[config.mk]
export PLATFORM = sky130hd
export DESIGN_NAME = scie_cfir_serial
export DESIGN_NICKNAME = d
export VERILOG_FILES = /design/src/rtl/scie_pkg.sv /design/src/rtl/scie_cmac.sv /design/src/rtl/scie_cfir_serial.sv
export SDC_FILE = /design/constraint.sdc
export NUM_CORES = 2
export LEC_CHECK = 0
export ABC_CLOCK_PERIOD_IN_PS = 21500
export CAP_MARGIN = 10
export CORE_UTILIZATION = 40
export CTS_CLUSTER_DIAMETER = 30
export CTS_CLUSTER_SIZE = 12
export DETAILED_ROUTE_END_ITERATION = 10
export PLACE_DENSITY_LB_ADDON = 0.25
export RECOVER_POWER = 25
export SKIP_LAST_GASP = 1
export SYNTH_ARGS = -nofsm -noshare
export SYNTH_HDL_FRONTEND = slang
export SYNTH_HIERARCHICAL = 1
export SYNTH_SLANG_ARGS = --single-unit
export TNS_END_PERCENT = 10
[constraint.sdc]
create_clock -name clock -period 21.5 [get_ports clock]
set_input_delay 2.15 -clock clock [delete_from_list [all_inputs] [get_ports clock]]
set_output_delay 2.15 -clock clock [all_outputs]
set_load 0.01 [all_outputs]
[src/rtl/scie_pkg.sv]
// Shared definitions for the SCIE complex FIR accelerator: custom opcodes,
// the complex accumulator container and the MAC sequencer state encoding.
package scie_pkg;

    localparam logic [6:0] OP_LOAD = 7'h0B;
    localparam logic [6:0] OP_PUSH = 7'h2B;
    localparam logic [6:0] OP_READ = 7'h5B;
    localparam logic [6:0] OP_CLR  = 7'h7B;

    // Widest accumulator a complex result may carry between blocks (ACC_W < CPLX_W)
    localparam int unsigned CPLX_W = 64;

    typedef struct packed {
        logic signed [CPLX_W-1:0] re;
        logic signed [CPLX_W-1:0] im;
    } cplx_t;

    typedef enum logic [1:0] {
        ST_IDLE,
        ST_MAC,
        ST_DONE
    } state_t;

endpackage

[src/rtl/scie_cmac.sv]
// LANES-wide complex multiply-accumulate: lane products are summed and
// registered, then folded into the accumulator on the following step.
// 'sum' always shows the accumulator plus any product still in the register.
module scie_cmac
    import scie_pkg::*;
#(
    parameter int unsigned LANES  = 2,
    parameter int unsigned DATA_W = 16,
    parameter int unsigned ACC_W  = 40
) (
    input  logic                         clk,
    input  logic                         rst_n,
    input  logic                         clear,
    input  logic                         en,
    input  logic [LANES-1:0][DATA_W-1:0] c_re,
    input  logic [LANES-1:0][DATA_W-1:0] c_im,
    input  logic [LANES-1:0][DATA_W-1:0] x_re,
    input  logic [LANES-1:0][DATA_W-1:0] x_im,
    output cplx_t                        sum
);

    localparam int unsigned PW = 2 * DATA_W + 1;

    logic signed [ACC_W-1:0] prod_re_d, prod_im_d;
    logic signed [ACC_W-1:0] prod_re_q, prod_im_q;
    logic signed [ACC_W-1:0] acc_re_q, acc_im_q;
    logic signed [ACC_W-1:0] tot_re, tot_im;
    logic                    prod_vld_q;

    // Complex products of all lanes, summed per component
    always_comb begin
        logic signed [PW-1:0] cr, ci, xr, xi, p_re, p_im;
        cr = '0; ci = '0; xr = '0; xi = '0; p_re = '0; p_im = '0;
        prod_re_d = '0;
        prod_im_d = '0;
        for (int unsigned l = 0; l < LANES; l++) begin
            cr   = {{(PW-DATA_W){c_re[l][DATA_W-1]}}, c_re[l]};
            ci   = {{(PW-DATA_W){c_im[l][DATA_W-1]}}, c_im[l]};
            xr   = {{(PW-DATA_W){x_re[l][DATA_W-1]}}, x_re[l]};
            xi   = {{(PW-DATA_W){x_im[l][DATA_W-1]}}, x_im[l]};
            p_re = cr * xr - ci * xi;
            p_im = cr * xi + ci * xr;
            prod_re_d = prod_re_d + {{(ACC_W-PW){p_re[PW-1]}}, p_re};
            prod_im_d = prod_im_d + {{(ACC_W-PW){p_im[PW-1]}}, p_im};
        end
    end

    // Product register and accumulator; clear starts a new computation
    always_ff @(posedge clk or negedge rst_n) begin
        if (!rst_n) begin
            prod_re_q  <= '0;
            prod_im_q  <= '0;
            acc_re_q   <= '0;
            acc_im_q   <= '0;
            prod_vld_q <= 1'b0;
        end else if (clear) begin
            acc_re_q   <= '0;
            acc_im_q   <= '0;
            prod_vld_q <= 1'b0;
        end else if (en) begin
            prod_re_q  <= prod_re_d;
            prod_im_q  <= prod_im_d;
            prod_vld_q <= 1'b1;
            acc_re_q   <= acc_re_q + (prod_vld_q ? prod_re_q : '0);
            acc_im_q   <= acc_im_q + (prod_vld_q ? prod_im_q : '0);
        end
    end

    // Running total including the last registered product
    always_comb begin
        tot_re = acc_re_q + (prod_vld_q ? prod_re_q : '0);
        tot_im = acc_im_q + (prod_vld_q ? prod_im_q : '0);
        sum.re = {{(CPLX_W-ACC_W){tot_re[ACC_W-1]}}, tot_re};
        sum.im = {{(CPLX_W-ACC_W){tot_im[ACC_W-1]}}, tot_im};
    end

endmodule

[src/rtl/scie_cfir_serial.sv]
// SCIE complex FIR accelerator: coefficient RF, per-channel sample
// histories, time-multiplexed MAC sequencer, output scaling and handshake.
module scie_cfir_serial
    import scie_pkg::*;
#(
    parameter int unsigned TAPS      = 8,
    parameter int unsigned CHANNELS  = 2,
    parameter int unsigned LANES     = 2,
    parameter int unsigned DATA_W    = 16,
    parameter int unsigned ACC_W     = 40,
    parameter int unsigned OUT_SHIFT = 0,
    parameter int unsigned SAT       = 0
) (
    input  logic                     clock,
    input  logic                     reset,
    input  logic                     io_valid,
    output logic                     io_ready,
    input  logic [31:0]              io_insn,
    input  logic signed [DATA_W-1:0] io_rs1_real,
    input  logic signed [DATA_W-1:0] io_rs1_imag,
    input  logic [31:0]              io_rs2,
    output logic                     io_rd_valid,
    output logic signed [DATA_W-1:0] io_rd_real,
    output logic signed [DATA_W-1:0] io_rd_imag
);

    localparam int unsigned STEPS  = TAPS / LANES;
    localparam int unsigned STEP_W = (STEPS > 1) ? $clog2(STEPS) : 1;
    localparam int unsigned TAP_W  = (TAPS > 1) ? $clog2(TAPS) : 1;
    localparam int unsigned CH_W   = (CHANNELS > 1) ? $clog2(CHANNELS) : 1;

    localparam logic signed [ACC_W-1:0] MAXV = {{(ACC_W-DATA_W+1){1'b0}}, {(DATA_W-1){1'b1}}};
    localparam logic signed [ACC_W-1:0] MINV = {{(ACC_W-DATA_W+1){1'b1}}, {(DATA_W-1){1'b0}}};

    logic signed [DATA_W-1:0] coef_re [TAPS];
    logic signed [DATA_W-1:0] coef_im [TAPS];
    logic signed [DATA_W-1:0] hist_re [CHANNELS][TAPS];
    logic signed [DATA_W-1:0] hist_im [CHANNELS][TAPS];
    logic signed [DATA_W-1:0] y_re    [CHANNELS];
    logic signed [DATA_W-1:0] y_im    [CHANNELS];

    state_t                   state_q, state_d;
    logic [STEP_W-1:0]        step_q;
    logic [CH_W-1:0]          ch_q;
    logic                     mac_en, mac_done;

    logic [LANES-1:0][DATA_W-1:0] lane_c_re, lane_c_im, lane_x_re, lane_x_im;
    cplx_t                    mac_sum;
    logic signed [ACC_W-1:0]  acc_re, acc_im;
    logic signed [DATA_W-1:0] y_new_re, y_new_im;
    logic                     unused_bits;

    logic [6:0]               opcode;
    logic                     accept, do_load, do_push, do_read, do_clr;
    logic [TAP_W-1:0]         tap_idx;
    logic [CH_W-1:0]          ch_idx;

    // Instruction decode; out-of-range indices fold back modulo the array size
    always_comb begin
        opcode  = io_insn[6:0];
        accept  = io_valid & io_ready;
        do_load = accept && (opcode == OP_LOAD);
        do_push = accept && (opcode == OP_PUSH);
        do_read = accept && (opcode == OP_READ);
        do_clr  = accept && (opcode == OP_CLR);
        tap_idx = TAP_W'(io_rs2 % TAPS);
        ch_idx  = CH_W'(io_rs2 % CHANNELS);
    end

    assign unused_bits = ^{io_insn[31:7], mac_sum.re[CPLX_W-1:ACC_W], mac_sum.im[CPLX_W-1:ACC_W]};

    // Sequencer state register
    always_ff @(posedge clock or negedge reset) begin
        if (!reset) state_q <= ST_IDLE;
        else        state_q <= state_d;
    end

    // Sequencer next state: one PUSH runs STEPS MAC cycles then one DONE cycle
    always_comb begin
        state_d = state_q;
        case (state_q)
            ST_IDLE: if (do_push) state_d = ST_MAC;
            ST_MAC:  if (step_q == STEP_W'(STEPS - 1)) state_d = ST_DONE;
            ST_DONE: state_d = ST_IDLE;
            default: state_d = ST_IDLE;
        endcase
    end

    // Sequencer outputs; all instructions stall while a computation is in flight
    always_comb begin
        io_ready = (state_q == ST_IDLE);
        mac_en   = (state_q == ST_MAC);
        mac_done = (state_q == ST_DONE);
    end

    // Route the current tap group of the active channel onto the MAC lanes
    always_comb begin
        logic [TAP_W-1:0] tap;
        tap = '0;
        for (int unsigned l = 0; l < LANES; l++) begin
            tap          = TAP_W'(32'(step_q) * LANES + l);
            lane_c_re[l] = coef_re[tap];
            lane_c_im[l] = coef_im[tap];
            lane_x_re[l] = hist_re[ch_q][tap];
            lane_x_im[l] = hist_im[ch_q][tap];
        end
    end

    scie_cmac #(
        .LANES  (LANES),
        .DATA_W (DATA_W),
        .ACC_W  (ACC_W)
    ) u_cmac (
        .clk   (clock),
        .rst_n (reset),
        .clear (do_push),
        .en    (mac_en),
        .c_re  (lane_c_re),
        .c_im  (lane_c_im),
        .x_re  (lane_x_re),
        .x_im  (lane_x_im),
        .sum   (mac_sum)
    );

    function automatic logic signed [DATA_W-1:0] fmt(input logic signed [ACC_W-1:0] a);
        logic signed [ACC_W-1:0] s;
        s = a >>> OUT_SHIFT;
        if (SAT != 0 && s > MAXV)      fmt = MAXV[DATA_W-1:0];
        else if (SAT != 0 && s < MINV) fmt = MINV[DATA_W-1:0];
        else                           fmt = s[DATA_W-1:0];
    endfunction

    // Scale and wrap/saturate the finished accumulator
    always_comb begin
        acc_re   = mac_sum.re[ACC_W-1:0];
        acc_im   = mac_sum.im[ACC_W-1:0];
        y_new_re = fmt(acc_re);
        y_new_im = fmt(acc_im);
    end

    // Architectural state: coefficients, histories, results and READ port
    always_ff @(posedge clock or negedge reset) begin
        if (!reset) begin
            for (int unsigned k = 0; k < TAPS; k++) begin
                coef_re[k] <= '0;
                coef_im[k] <= '0;
            end
            for (int unsigned c = 0; c < CHANNELS; c++) begin
                for (int unsigned k = 0; k < TAPS; k++) begin
                    hist_re[c][k] <= '0;
                    hist_im[c][k] <= '0;
                end
                y_re[c] <= '0;
                y_im[c] <= '0;
            end
            step_q      <= '0;
            ch_q        <= '0;
            io_rd_valid <= 1'b0;
            io_rd_real  <= '0;
            io_rd_imag  <= '0;
        end else begin
            io_rd_valid <= do_read;
            if (do_load) begin
                coef_re[tap_idx] <= io_rs1_real;
                coef_im[tap_idx] <= io_rs1_imag;
            end
            if (do_push) begin
                hist_re[ch_idx][0] <= io_rs1_real;
                hist_im[ch_idx][0] <= io_rs1_imag;
                for (int unsigned k = 1; k < TAPS; k++) begin
                    hist_re[ch_idx][k] <= hist_re[ch_idx][k-1];
                    hist_im[ch_idx][k] <= hist_im[ch_idx][k-1];
                end
                ch_q   <= ch_idx;
                step_q <= '0;
            end
            if (do_clr) begin
                for (int unsigned k = 0; k < TAPS; k++) begin
                    hist_re[ch_idx][k] <= '0;
                    hist_im[ch_idx][k] <= '0;
                end
                y_re[ch_idx] <= '0;
                y_im[ch_idx] <= '0;
            end
            if (do_read) begin
                io_rd_real <= y_re[ch_idx];
                io_rd_imag <= y_im[ch_idx];
            end
            if (mac_en) step_q <= step_q + 1'b1;
            if (mac_done) begin
                y_re[ch_q] <= y_new_re;
                y_im[ch_q] <= y_new_im;
            end
        end
    end

endmodule

Word-level counts from Yosys, hierarchy flattened
Index checks and enable logic that the tools add are counted.
Widths: inputs -> output; s select.
{"block": "totals", "memories": 0, "output_inout_bits": 34, "romBits": 0, "register_bits": 1031, "latch_bits": 0, "in_bits": 99, "mem_bits_rw": 0, "elab_cells": 248}
{"block": "classes", "reduce_logical": 11, "magnitude_cmp": 8, "muxes": 105, "n_mul": 8, "shifts": 0, "n_div": 0, "eq_ne": 9, "n_bitwise": 34, "n_addsub": 10}
{"op": "$and 256x256->256", "count": 16}
{"op": "$bwmux 256", "count": 16}
{"op": "$not 256->256", "count": 8}
{"op": "$mux 128", "count": 13}
{"op": "$demux 128 s1", "count": 8}
{"op": "$mux 256", "count": 4}
{"op": "$mux 16", "count": 26}
{"op": "$bmux 16 s3", "count": 8}
{"op": "$bwmux 128", "count": 2}
{"op": "$mul 16x16->32", "count": 8}
{"op": "$mux 40", "count": 6}
{"op": "$mux 32", "count": 5}
{"op": "$mux 112", "count": 1}
{"op": "$mux 96", "count": 1}
{"op": "$add 40x40->40", "count": 2}
{"op": "$mux 80", "count": 1}
{"op": "$add 33x33->34", "count": 2}
{"op": "$add 32x32->33", "count": 2}
{"op": "$sub 32x32->33", "count": 2}
{"op": "$and 32x32->32", "count": 2}
{"op": "$bwmux 32", "count": 2}
{"op": "$mux 64", "count": 1}
{"op": "$demux 16 s3", "count": 1}
{"op": "$mux 48", "count": 1}
{"op": "25 further kinds", "count": 47}

Longest topological paths before layout
{"block": "depth", "word_depth": 23, "depth_mapped": 33, "mapped_depth_nobuf": 28}

Hierarchy
The synthesis kept the hierarchy.
{"module": "scie_cmac", "seq_area_each_um2": 3728.6, "area_per_inst_um2": 92172.2, "cells_each": 9721, "n_inst": 1}
{"module": "scie_cfir_serial", "seq_area_each_um2": 21770.9, "area_per_inst_um2": 37208.2, "cells_each": 2334, "n_inst": 1}

Least setup slack after synthesis
Ideal clock, no wire load.
{"block": "synth_timing", "path_kind": "register to register", "start": "register ch_q", "end": "register u_cmac.prod_re_q[32]", "t_required_ps": 21374, "path_stages_with_launch": 35, "t_arrival_ps": 10358, "synth_period_minus_slack_ps": 10484, "setup_ps": 126, "setup_slack_ps": 11016, "n_path_buf": 4, "path_cell_list": "dfrtp_1 -> clkbuf_1 -> clkbuf_1 -> buf_1 -> mux4_2 -> mux2_2 -> clkbuf_1 -> nand2_1 -> inv_1 -> fa_1 -> inv_1 -> fa_1 -> fa_1 -> inv_1 -> fa_1 -> inv_1 -> fa_1 -> fa_1 -> inv_1 -> fa_1 -> fa_1 -> fa_1 -> inv_1 -> fa_1 -> inv_1 -> ha_1 -> a21o_1 -> o21bai_1 -> a211o_1 -> a21oi_1 -> o21ai_0 -> and4_1 -> a2111oi_0 -> or4b_2 -> nand3_1"}
{"item": "from (decl)", "line": "scie_cfir_serial.sv:44", "rtl": "logic [CH_W-1:0] ch_q;"}
{"item": "from (signal assigned)", "line": "scie_cfir_serial.sv:174", "rtl": "ch_q <= ch_idx;"}
{"item": "to (signal assigned)", "line": "scie_cmac.sv:61", "rtl": "prod_re_q <= prod_re_d;"}
{"item": "to (decl)", "line": "scie_cmac.sv:25", "rtl": "logic signed [ACC_W-1:0] prod_re_q, prod_im_q;"}

==> impl_metrics.csv <==
group,metric,value,unit
sta,fmax,83.6,MHz
sta,finalHoldViolCount,0,
sta,worst_pin_slew,6170,ps
routing,vias,48500,
sta,setup_viol_count_final,0,
status,violations,"capacitance limit, slew limit",
pwr,intPower,0.00456,W
min_path,hold_path_end,"hist_re[175]",
logic_synthesis,syn-cell-area,0.0766,sq mm
sta,maxSlewHeadroom,-311,%
routing,wl_per_cell,21.9,microns
pwr,clockPowerShare,54.1,%
worst_setup_path,crit_path_start_kind,"input pin",
worst_setup_path,critPathMaxStageDelay,4220,ps
floorplan,placeableCoreArea,0.190,sq mm
worst_setup_path,reg2reg_depth,29,
worst_setup_path,required,22290,ps
cts,cts_tree,"built",
layout,stdcell_count,9162,
sta,finalCritPeriodShare,55.7,%
global_route,grt_max_degree,121,
cts,cts_buffer_depth,3,
status,status,"finished with violations",
logic_synthesis,syn_nets,8233,
routing,drt_iter0_drc,3214,
worst_setup_path,r2r-start,"step_q[0]",
placement,portBuffers,78,
sta,min_period,11970,ps
worst_setup_path,critPathSlowestCell,"clkbuf_1",
sta,rsz0062_at_grt,"false",
routing,drc,0,
floorplan,die-area,0.193,sq mm
placement,place_inst,8768,
pwr,p_sw,0.00174,W
logic_synthesis,yosysWarnings,6,
global_route,overflow,0,
logic_synthesis,syn_inst,6754,
floorplan,rows,160,
pwr,pwr-share-seq,30.6,%
sta,whs,421,ps
pwr,p_per_area,73.2,mW/mm^2
placement,postPlaceCellArea,0.0783,sq mm
worst_setup_path,end_kind,"async pin",
worst_setup_path,rrSetupSlack,9670,ps
routing,via_per_inst,5.29,
worst_setup_path,crit_path_frequent_cell,"buf_4",
worst_setup_path,r2r_end,"u_cmac/prod_re_q[15]",
pwr,max-vdd-ir-drop,0.0771,mV
pwr,pwr-share-comb,15.3,%
global_route,gr-usage-all-layers,21.4,%
cts,cts.sinks,935,
placement,dpl.hpwl,135,mm
sta,finalMaxSlewViolations,494,
routing,antenna_left,0,
logic_synthesis,synth_area_per_cell,11.3,sq um
cts,h-tree-depth,4,
layout,drive_above_1_share,15.5,%
floorplan,initial_utilization,40.3,%
cts,cts_setup_buffers,0,
floorplan,die_h,440,microns
cts,cts_resized,0,
layout,final_area,0.0860,sq mm
min_path,hp-class,"reg -> reg",
cts,cts.clk_slew.worst_paths,50,ps
cts,cts-root-buf,"clkbuf_16",
global_route,grt_pass1_wl,318,mm
routing,dr.pass1.iters,6,
cts,hold_buffers,0,
pwr,p_sw_share,27.6,%
worst_setup_path,critPathKind,"in -> async",
routing,drt_wl_total,200,mm
global_route,grt_pass1_vias,52600,
cts,cts_buffers,207,
layout,area_growth,12.3,%
worst_setup_path,path_cells,"clkbuf_1, clkbuf_1, buf_4, buf_4, buf_4, buf_4",
sta,tns,0,ps
global_route,grt_antenna_before_repair,8,
worst_setup_path,worstPathArrival,12760,ps
floorplan,die_x,440,microns
pwr,power.total,0.00629,W
sta,skew,119,ps
run,maxCapViolations,9,
pwr,power.leakage,43.0,nW
min_path,min_path_cells,1,
cts,insertion_delay,880,ps
floorplan,io_pins,133,
layout,nets,7945,
placement,place.gp.congestion,0.888,
worst_setup_path,critPathMaxFanout,106,
==> stage by stage <==
step	worst slack [ps]	util [%]
2_1_floorplan	12590	-
3_3_place_gp	10230	41.2
3_5_place_dp	10200	41.2
4_1_cts	10170	45.2
5_1_grt	7340	45.2
6_report	9530	45.2
==> placed cells by master, fill, tap and decap left out, types with 30 or more instances in the layout <==
| cell | instances |
|---|---|
| inv_1 | 1090 |
| dfrtp_1 | 933 |
| fa_1 | 918 |
| and2_1 | 634 |
| a22o_1 | 572 |
| nand2_1 | 559 |
| ha_1 | 462 |
| mux2_2 | 384 |
| clkbuf_16 | 209 |
| mux4_2 | 192 |
| nor2_1 | 61 |
| buf_4 | 61 |
| clkdlybuf4s50_1 | 48 |
| a21oi_1 | 46 |
| o21ai_0 | 44 |
| clkinv_2 | 44 |
| clkbuf_8 | 36 |
| bufinv_16 | 35 |
| mux2i_1 | 30 |
==> power by group through the flow <==
stage          sequential (W)  clock, W  combinational (W)
2_1_floorplan         0.00192         0           0.000682
3_3_place_gp          0.00195         0           0.000955
3_5_place_dp          0.00195         0           0.000971
4_1_cts               0.00193   0.00347           0.000975
5_1_grt               0.00194   0.00357            0.00105
6_report              0.00193   0.00340           0.000965
==> layout make-up <==
| class | instances | area [sq um] |
|---|---|---|
| fill | 17400 | 104000 |
| inverter | 1092 | 4100 |
| tap | 2511 | 3140 |
| clock inverter | 130 | 1970 |
| timing repair buffer | 147 | 1270 |
| multi-input combinational | 4083 | 46300 |
| antenna | 4 | 10.0 |
| clock buffer | 260 | 5780 |
| sequential | 935 | 23400 |
==> how the worst max path moves through the flow <==
stage	endpoint	slack, ps	from	depth (start not counted)
after floorplan	u_cmac/prod_im_q[15]	12590	ch_q	29
after global placement	u_cmac/prod_re_q[15]	10230	ch_q	30
after detailed placement	u_cmac/prod_re_q[15]	10200	ch_q	30
after CTS	u_cmac/prod_re_q[15]	10170	ch_q	30
after global routing	async pin	7340	reset	6
final	async pin	9530	reset	6
==> layer usage <==
metal  track usage [%]  vias to the layer above  wire length, microns
met1              30.4                    25800                 90900
met3              4.08                      257                 12500
met4              7.22                       10                  6610
li1                  -                    21000                     -
met5                 0                        -                    61
met2              32.9                     1404                 90300
==> worst max-delay path, delay by kind of cell <==
| kind | cells | cell delay (ps) |
|---|---|---|
| buffers and inverters | 6 | 10220 |
Note: power is estimated with default switching activity, not from simulation.
